$ cat src/rtl/lsu_resp_align.sv
`default_nettype none
// ============================================================================
// Module      : lsu_resp_align
// Description : Tracks outstanding load/store request metadata in a small
//               FIFO and turns raw bus response beats into aligned,
//               sign/zero-extended load data. It also assembles two-beat
//               capability responses and accumulates bus errors per entry.
// Revision    : 1.0  initial release
// ============================================================================
module lsu_resp_align #(
    parameter int unsigned Depth     = 2,
    parameter bit          CHERIoTEn = 1'b1
) (
    input  logic        clk_i,
    input  logic        rst_ni,
    input  logic        cheri_pmode_i,
    input  logic        req_valid_i,
    output logic        req_ready_o,
    input  logic        req_we_i,
    input  logic [1:0]  req_type_i,
    input  logic        req_sign_ext_i,
    input  logic [1:0]  req_offset_i,
    input  logic        req_split_i,
    input  logic        req_is_cap_i,
    input  logic [3:0]  req_clrperm_i,
    input  logic        data_rvalid_i,
    input  logic        data_err_i,
    input  logic [32:0] data_rdata_i,
    output logic        resp_valid_o,
    output logic [32:0] resp_rdata_o,
    output logic [32:0] resp_cap_msw_o,
    output logic        resp_is_cap_o,
    output logic [3:0]  resp_clrperm_o,
    output logic        resp_we_o,
    output logic        resp_err_o,
    output logic        resp_spurious_o
);

    localparam int unsigned c_PTR_W = (Depth > 1) ? $clog2(Depth) : 1;
    localparam int unsigned c_CNT_W = $clog2(Depth + 1);

    // Metadata kept per outstanding request; cap already folds in pmode,
    // CHERIoTEn and ~we, and split is forced low for capability entries.
    typedef struct packed {
        logic       we;
        logic [1:0] typ;
        logic       sign_ext;
        logic [1:0] offset;
        logic       split;
        logic       cap;
        logic [3:0] clrperm;
    } entry_t;

    typedef enum logic [0:0] {
        IDLE_BEAT  = 1'b0,
        WAIT_BEAT2 = 1'b1
    } beat_e;

    entry_t               r_fifo [Depth];
    logic [c_PTR_W-1:0]   r_wr_ptr;
    logic [c_PTR_W-1:0]   r_rd_ptr;
    logic [c_CNT_W-1:0]   r_count;
    beat_e                r_beat;
    logic [31:8]          r_rdata_q;
    logic [32:0]          r_lsw_q;
    logic                 r_err_acc;

    entry_t               w_new_entry;
    entry_t               w_head;
    logic                 w_full;
    logic                 w_empty;
    logic                 w_push;
    logic                 w_pop;
    logic                 w_eff_cap;
    logic                 w_beats2;
    logic                 w_beat_ok;
    logic                 w_first_beat;
    logic                 w_final;
    logic                 w_err;
    logic [15:0]          w_half;
    logic [7:0]           w_byte;

    function automatic logic [c_PTR_W-1:0] ptr_next(input logic [c_PTR_W-1:0] ptr);
        if (ptr == c_PTR_W'(Depth - 1)) begin
            return '0;
        end
        return ptr + c_PTR_W'(1);
    endfunction

    assign w_full      = (r_count == c_CNT_W'(Depth));
    assign w_empty     = (r_count == '0);
    assign req_ready_o = ~w_full;
    assign w_push      = req_valid_i & ~w_full;

    assign w_eff_cap = req_is_cap_i & cheri_pmode_i & CHERIoTEn & ~req_we_i;

    assign w_new_entry.we       = req_we_i;
    assign w_new_entry.typ      = req_type_i;
    assign w_new_entry.sign_ext = req_sign_ext_i;
    assign w_new_entry.offset   = req_offset_i;
    assign w_new_entry.split    = req_split_i & ~w_eff_cap;
    assign w_new_entry.cap      = w_eff_cap;
    assign w_new_entry.clrperm  = req_clrperm_i;

    assign w_head   = r_fifo[r_rd_ptr];
    assign w_beats2 = w_head.cap | (w_head.split & ~w_head.we);

    // A beat is only matched against an entry that was already in the FIFO.
    assign w_beat_ok    = data_rvalid_i & ~w_empty;
    assign w_first_beat = w_beat_ok & (r_beat == IDLE_BEAT) & w_beats2;
    assign w_final      = w_beat_ok & ~w_first_beat;
    assign w_pop        = w_final;
    assign w_err        = r_err_acc | data_err_i;

    // Metadata storage; contents are only meaningful between push and pop.
    always_ff @(posedge clk_i) begin
        if (w_push) begin
            r_fifo[r_wr_ptr] <= w_new_entry;
        end
    end

    // FIFO pointers and occupancy; simultaneous push and pop leave count unchanged.
    always_ff @(posedge clk_i) begin
        if (!rst_ni) begin
            r_wr_ptr <= '0;
            r_rd_ptr <= '0;
            r_count  <= '0;
        end else begin
            if (w_push) begin
                r_wr_ptr <= ptr_next(r_wr_ptr);
            end
            if (w_pop) begin
                r_rd_ptr <= ptr_next(r_rd_ptr);
            end
            case ({w_push, w_pop})
                2'b10:   r_count <= r_count + c_CNT_W'(1);
                2'b01:   r_count <= r_count - c_CNT_W'(1);
                default: r_count <= r_count;
            endcase
        end
    end

    // Beat tracking: capture first-beat data and errors, release on the final beat.
    always_ff @(posedge clk_i) begin
        if (!rst_ni) begin
            r_beat    <= IDLE_BEAT;
            r_rdata_q <= '0;
            r_lsw_q   <= '0;
            r_err_acc <= 1'b0;
        end else if (w_first_beat) begin
            r_beat    <= WAIT_BEAT2;
            r_err_acc <= data_err_i;
            if (w_head.split) begin
                r_rdata_q <= data_rdata_i[31:8];
            end
            if (w_head.cap) begin
                r_lsw_q <= data_rdata_i;
            end
        end else if (w_final) begin
            r_beat    <= IDLE_BEAT;
            r_err_acc <= 1'b0;
        end
    end

    // Half/byte lane selection, stitching in first-beat bytes for split halves.
    always_comb begin
        w_half = 16'h0000;
        w_byte = 8'h00;
        case (w_head.offset)
            2'd0: begin
                w_half = data_rdata_i[15:0];
                w_byte = data_rdata_i[7:0];
            end
            2'd1: begin
                w_half = data_rdata_i[23:8];
                w_byte = data_rdata_i[15:8];
            end
            2'd2: begin
                w_half = data_rdata_i[31:16];
                w_byte = data_rdata_i[23:16];
            end
            default: begin
                w_half = {data_rdata_i[7:0], r_rdata_q[31:24]};
                w_byte = data_rdata_i[31:24];
            end
        endcase
    end

    // Response formatting; every data output is zero unless a response completes.
    always_comb begin
        resp_valid_o    = w_final;
        resp_spurious_o = data_rvalid_i & w_empty;
        resp_rdata_o    = '0;
        resp_cap_msw_o  = '0;
        resp_is_cap_o   = 1'b0;
        resp_clrperm_o  = 4'h0;
        resp_we_o       = 1'b0;
        resp_err_o      = 1'b0;
        if (w_final) begin
            resp_err_o     = w_err;
            resp_clrperm_o = w_head.clrperm;
            resp_we_o      = w_head.we;
            if (w_head.we) begin
                resp_rdata_o = '0;
            end else if (w_head.cap) begin
                resp_rdata_o   = r_lsw_q;
                resp_is_cap_o  = 1'b1;
                resp_cap_msw_o = w_err ? 33'd0 : data_rdata_i;
            end else if (w_head.typ == 2'b00) begin
                case (w_head.offset)
                    2'd0:    resp_rdata_o = data_rdata_i;
                    2'd1:    resp_rdata_o = {1'b0, data_rdata_i[7:0],  r_rdata_q[31:8]};
                    2'd2:    resp_rdata_o = {1'b0, data_rdata_i[15:0], r_rdata_q[31:16]};
                    default: resp_rdata_o = {1'b0, data_rdata_i[23:0], r_rdata_q[31:24]};
                endcase
            end else if (w_head.typ == 2'b01) begin
                resp_rdata_o = {1'b0, {16{w_head.sign_ext & w_half[15]}}, w_half};
            end else begin
                resp_rdata_o = {1'b0, {24{w_head.sign_ext & w_byte[7]}}, w_byte};
            end
        end
    end

endmodule
`default_nettype wire

$ cat config.mk
export PLATFORM = sky130hd
export DESIGN_NAME = lsu_resp_align
export DESIGN_NICKNAME = d
export VERILOG_FILES = /design/src/rtl/lsu_resp_align.sv
export SDC_FILE = /design/constraint.sdc
export NUM_CORES = 1
export LEC_CHECK = 0
export BUFFER_PORTS_ARGS = -buffer_cell sky130_fd_sc_hd__buf_4
export CAP_MARGIN = 20
export CORE_ASPECT_RATIO = 0.5
export CORE_MARGIN = 2
export CORE_UTILIZATION = 51
export CTS_BUF_LIST = sky130_fd_sc_hd__clkbuf_4
export DETAILED_ROUTE_END_ITERATION = 10
export GPL_ROUTABILITY_DRIVEN = 0
export GPL_TIMING_DRIVEN = 1
export PLACE_DENSITY = 0.79
export SLEW_MARGIN = 0
export SYNTH_ARGS = -nofsm -noshare
export SYNTH_HDL_FRONTEND = slang
export SYNTH_SLANG_ARGS = --single-unit
$ cat constraint.sdc
create_clock -name clk_i -period 2.45 [get_ports clk_i]
set_clock_uncertainty 0.2 [all_clocks]
set_input_delay 0.245 -clock clk_i [delete_from_list [all_inputs] [get_ports clk_i]]
set_output_delay 0.245 -clock clk_i [all_outputs]
set_load 0.05 [all_outputs]
# ---- Yosys cells after proc, flatten, opt, wreduce, memory -nomap -nowiden
# Memory sizes are Yosys's and may differ from the RTL's. A register that Yosys moved wholly into a read port is not among the register bits.
# Index checks and enable logic that the tools add are counted.
# W data, S select, Z words.
dict set report totals {
  register_bits 63
  ramBits 24
  input_bits 51
  elab_cells 82
  memories 1
  out_inout_bits 76
}
# name words width read_ports rd_clocked_by_memory_dff wr line
set mem_list {}
lappend mem_list {r_fifo 2 12 1 1 1 59} ;# entry_t r_fifo [Depth];
dict set report classes {
  bitwise_logic 21
  n_mux 36
  add_sub_neg 4
  n_eq_ne 6
  reduce_logical 7
}
# operator count
set op_table {}
lappend op_table {{$mux W33} 8}
lappend op_table {{$pmux W33 S3} 1}
lappend op_table {{$pmux W16 S3} 1}
lappend op_table {{$mux W32} 1}
lappend op_table {{$pmux W8 S3} 1}
lappend op_table {{$mux W1} 22}
lappend op_table {{$and A1 B1 Y1} 12}
lappend op_table {{$not A1 Y1} 7}
lappend op_table {{$eq A2 B1 Y1 const B} 3}
lappend op_table {{$eq A2 B2 Y1 const B} 3}
lappend op_table {{$logic_not A2 Y1} 3}
lappend op_table {{$mux W4} 1}
lappend op_table {{$pmux W2 S2} 1}
lappend op_table {{$reduce_and A2 Y1} 2}
lappend op_table {{$reduce_bool A2 Y1} 2}
lappend op_table {{$add A1 B1 Y1 const B} 2}
lappend op_table {{$add A2 B1 Y2 const B} 1}
lappend op_table {{$or A1 B1 Y1} 2}
lappend op_table {{$sub A2 B1 Y2 const B} 1}

# ---- Logic depth before layout (Yosys ltp)
dict set report depth {
  word_depth 12
  mapped_depth 12
  depth_no_buf 8
}

# ---- Worst setup path after synthesis
# No wires, ideal clock.
dict set report synth_timing {
  path_kind {reg-to-output}
  from {memory r_fifo[0][7] (netlist name)}
  to {output resp_rdata_o[10]}
  arrival_time_ns 2.641
  stages_incl_launch_ff 7
  slack_ns -0.636
  n_path_buf 1
  required_time_ns 2.005
  path_cell_list {edfxtp_1 -> nand2b_1 -> o22ai_1 -> clkbuf_1 -> a32o_1 -> a211oi_1 -> o311ai_1}
}
# element line
set synth_lines {}
lappend synth_lines {{start, declared} 59}
lappend synth_lines {{end, declared} 30} ;# output logic [32:0] resp_rdata_o,

==> out/qor.yml <==
outcome:
  outcome: "finished with violations"
  violations: "setup timing"
logic_synthesis:
  largest_family_of_logic_cells_by_synthesized_area: "compound AO/OA/AOI/OAI gates"
  synth-seq-cells: 88
  synth_simple_gate_area_share_pct: 18.3
  postSynth.asyncResetShare_pct: 0
  synth-compound-area-share_pct: 23.5
  syn-instance-count: 593
  synth-xor-area-share_pct: 0.454
  cell_area_after_technology_mapping_sq_um: 5790
  synth.distinct_cells: 66
  post_synth_mux_area_share_pct: 17.5
  mappedNetlistNets: 645
  synthFlopType: "dfxtp_1"
  synth_adder_area_share_pct: 0.216
  synth.yosys.warnings: 0
  synth_enable_flop_cells: 24
  post_synthesis_sequential_area_ratio_pct: 34.6
  synthesis.area_per_instance_sq_um: 9.76
global_route:
  grt_pass1_vias: 5952
  track_usage_pct: 34.5
  wire_length_of_the_first_global_routing_pass_um: 32200
  grt-ovfl-total: 0
  grt_antenna_before_repair: 2
  pin_count_of_the_biggest_net_entering_global_routing: 65
sta:
  final_critical_path_setup_slack_ns: -0.945
  unrepaired_setup_endpoints_after_global_routing: "true"
  clock.fmax_mhz: 295
  timing_max_transition_violations_final: 0
  period_needed_ns: 3.39
  setup-violations-final: 76
  timing.final.hold_violations: 0
  worst_pin_slew_ns: 0.713
  timing.max_slew.rel_slack_pct: 51.9
  layout_worst_path_cycle_share_pct: 139
clocking:
  worst_setup_hold_path_clk_slew_ns: 0.13
  cts.root.buffer_cell: "clkbuf_4"
  cts_buffer_depth: 2
  cts_tree: "yes"
  cts.htree.levels: 3
  cts_inserted_buffers: 9
  clock_insertion_delay_worst_skew_ns: 0.51
  cts_num_sinks: 88
die:
  io_pins: 127
  core_area_sq_um: 11000
  dieHeight_um: 79.3
  starting_density_of_the_core_pct: 52.5
  die_width_um: 155
  die_area_sq_um: 12300
  std_cell_rows: 27
cells_and_area:
  most-common-layout-cells: "114 x buf_4, 84 x nand2_1, 63 x dfxtp_1, 59 x buf_6, 46 x dlygate4sd3_1"
  synthToLayoutAreaGrowth_pct: 66.8
  layout.cells.most_common: "buf_4"
  instances_no_fill: 986
  drive_above_1_share_pct: 51.0
  finalCoreUtilization_pct: 87.6
  nNetsFinal: 887
placement:
  place_worst_setup_slack_ns: -0.299
  numPortBuffers: 126
  dp.cells: 880
  hpwlAfterDp_um: 12900
worst_setup_path:
  crit_top_cell: "buf_12"
  cpMaxStageDelayCell: "a22oi_2"
  critical_path.endpoint_type: "output pin"
  crit_path_cell_trace: "buf_12 -> buf_4 -> buf_8 -> mux2_4 -> buf_12 -> nand2_4 -> nor2_4 -> buf_4 -> buf_12 -> a22oi_2 -> o21ai_2 -> buf_6"
  worst_path_largest_cell_delay_ns: 0.48
  timing.setup.critical_path_class: "reg2out"
  critPathRequiredTime_ns: 2.01
  worst_ep_arrival_time_ns: 2.95
  crit_fanout: 7
  worstSetupStartpointType: "register"
  cp_num_buf_inv: 7
  critical_path.top_delay_family: "buffers and inverters"
power:
  power.ir.vdd_worst_mv: 0.587
  register_share_of_total_power_pct: 27.2
  pwr-share-comb_pct: 59.1
  power-per-cell-area_nw_per_um2: 695
  power.share.switching_pct: 44.1
  leakage_nw: 3.85
  p_switching_mw: 2.96
  int_pwr_mw: 3.75
  p_clk_share_pct: 13.7
route:
  detail-route-antenna-nets: 0
  drt_pass1_iterations: 6
  num_vias: 6785
  wire_per_inst_um: 27.9
  drt-initial-drc-count: 880
  remaining_drcs: 0
  drt_wl_total_um: 27500
  via_per_inst: 6.88
flow_run:
  drv_cap: 0
worst_hold_path:
  type_of_the_tightest_min_delay_check: "in2reg"
synth_stat cells (all sizes together), types with 11 or more instances:
| cell type | number | area share (%) |
|---|---|---|
| nand2 | 88 | 5.8 |
| dfxtp | 64 | 22 |
| a21boi | 37 | 4.8 |
| mux2i | 35 | 6.8 |
| and3 | 34 | 3.7 |
| o21ai | 32 | 3.4 |
| buf | 28 | 4.0 |
| nor2b | 27 | 3.0 |
| a22oi | 26 | 4.3 |
| nor2 | 26 | 1.7 |
| edfxtp | 24 | 12 |
| mux2 | 21 | 4.1 |
| clkbuf | 19 | 1.2 |
| a21oi | 17 | 1.7 |
| a221oi | 16 | 2.8 |
| mux4 | 16 | 6.6 |
| a21o | 11 | 1.4 |
power groups by stage:
stage          registers, mW  logic [mW]  clock network, mW
3_5_place_dp            1.82        2.87                  0
4_1_cts                 1.79        3.32              0.888
6_report                1.82        3.97              0.920
3_3_place_gp            1.81        2.82                  0
5_1_grt                 1.83        4.04              0.982
2_1_floorplan           1.81        1.98                  0
what timing repair did:
action | 4_1_cts | 5_1_grt
endpoints found under the hold margin | 80 | 0
endpoints found under the setup margin | 74 | 76
buffers inserted | 16 | 22
gates resized for setup | 140 | 131
hold buffers | 46 | 0
gates cloned | 4 | 5
pin swaps | 16 | 29
registers in the layout, indices dropped and copies added (netlist names), named ones only:
| signal | cells |
|---|---|
| r_count | 2 |
| r_fifo | 24 |
| r_wr_ptr | 1 |
| r_beat | 1 |
| r_lsw_q | 33 |
| r_rd_ptr | 1 |
| r_rdata_q | 24 |
| r_err_acc | 1 |
logic make-up (layout without fill, tap and decap cells):
family / Yosys count / count (layout)
and+or+nand+nor: 207 / 207
AOI/OAI and AO/OA: 171 / 171
DFF: 88 / 88
muxes: 72 / 72
buffers and inverters: 51 / 298
xor gates and xnor gates: 3 / 3
adders and majority gates: 1 / 1
other: 0 / 1
tightest hold or removal path, stage by stage:
cell	delay, ns
buf_4	0.12
buf_4	0.16
nand2_1	0.07
a21boi_0	0.07
metal layers:
layer | global-route usage (%) | wire length [um] | vias to the layer above
li1 | - | - | 2701
met1 | 41.5 | 9420 | 3183
met2 | 58.3 | 11900 | 645
met3 | 9.01 | 3820 | 256
met4 | 16.8 | 2410 | 0
met5 | 0 | 0 | -
through the flow:
step	hold WS [ns]	TNS [ns]	total power, mW	cell area [sq um]
CTS	0.00141	-34.76	6.00	8850
global route	-0.000107	-48.94	6.85	9650
floorplan	0.144	-3.63	3.79	6090
detailed placement	0.232	-4.53	4.69	7520
global placement	0.230	-7.51	4.62	7510
finish	0.0140	-44.94	6.71	9650
final timing paths:
check                                 startpoint               end  slack (ns)  depth (start not counted)
worst min register to register       r_lsw_q[11]       r_lsw_q[11]        0.29                          2
worst max register to register          register        r_count[1]       -0.29                         12
worst max-delay path                    register  resp_rdata_o[16]       -0.94                         12
worst min-delay path            data_rdata_i[31]       r_lsw_q[31]        0.01                          4
final cells by class:
cell class	count	area, sq um
clock buffer	10	75.1
tap	145	181
sequential	88	2010
inverter	4	18.8
multi-input combinational	454	4300
antenna	1	2.50
timing repair buffer	278	3000
clock inverter	6	66.3
fill	456	1370
Power figures use the tool's default switching activity.
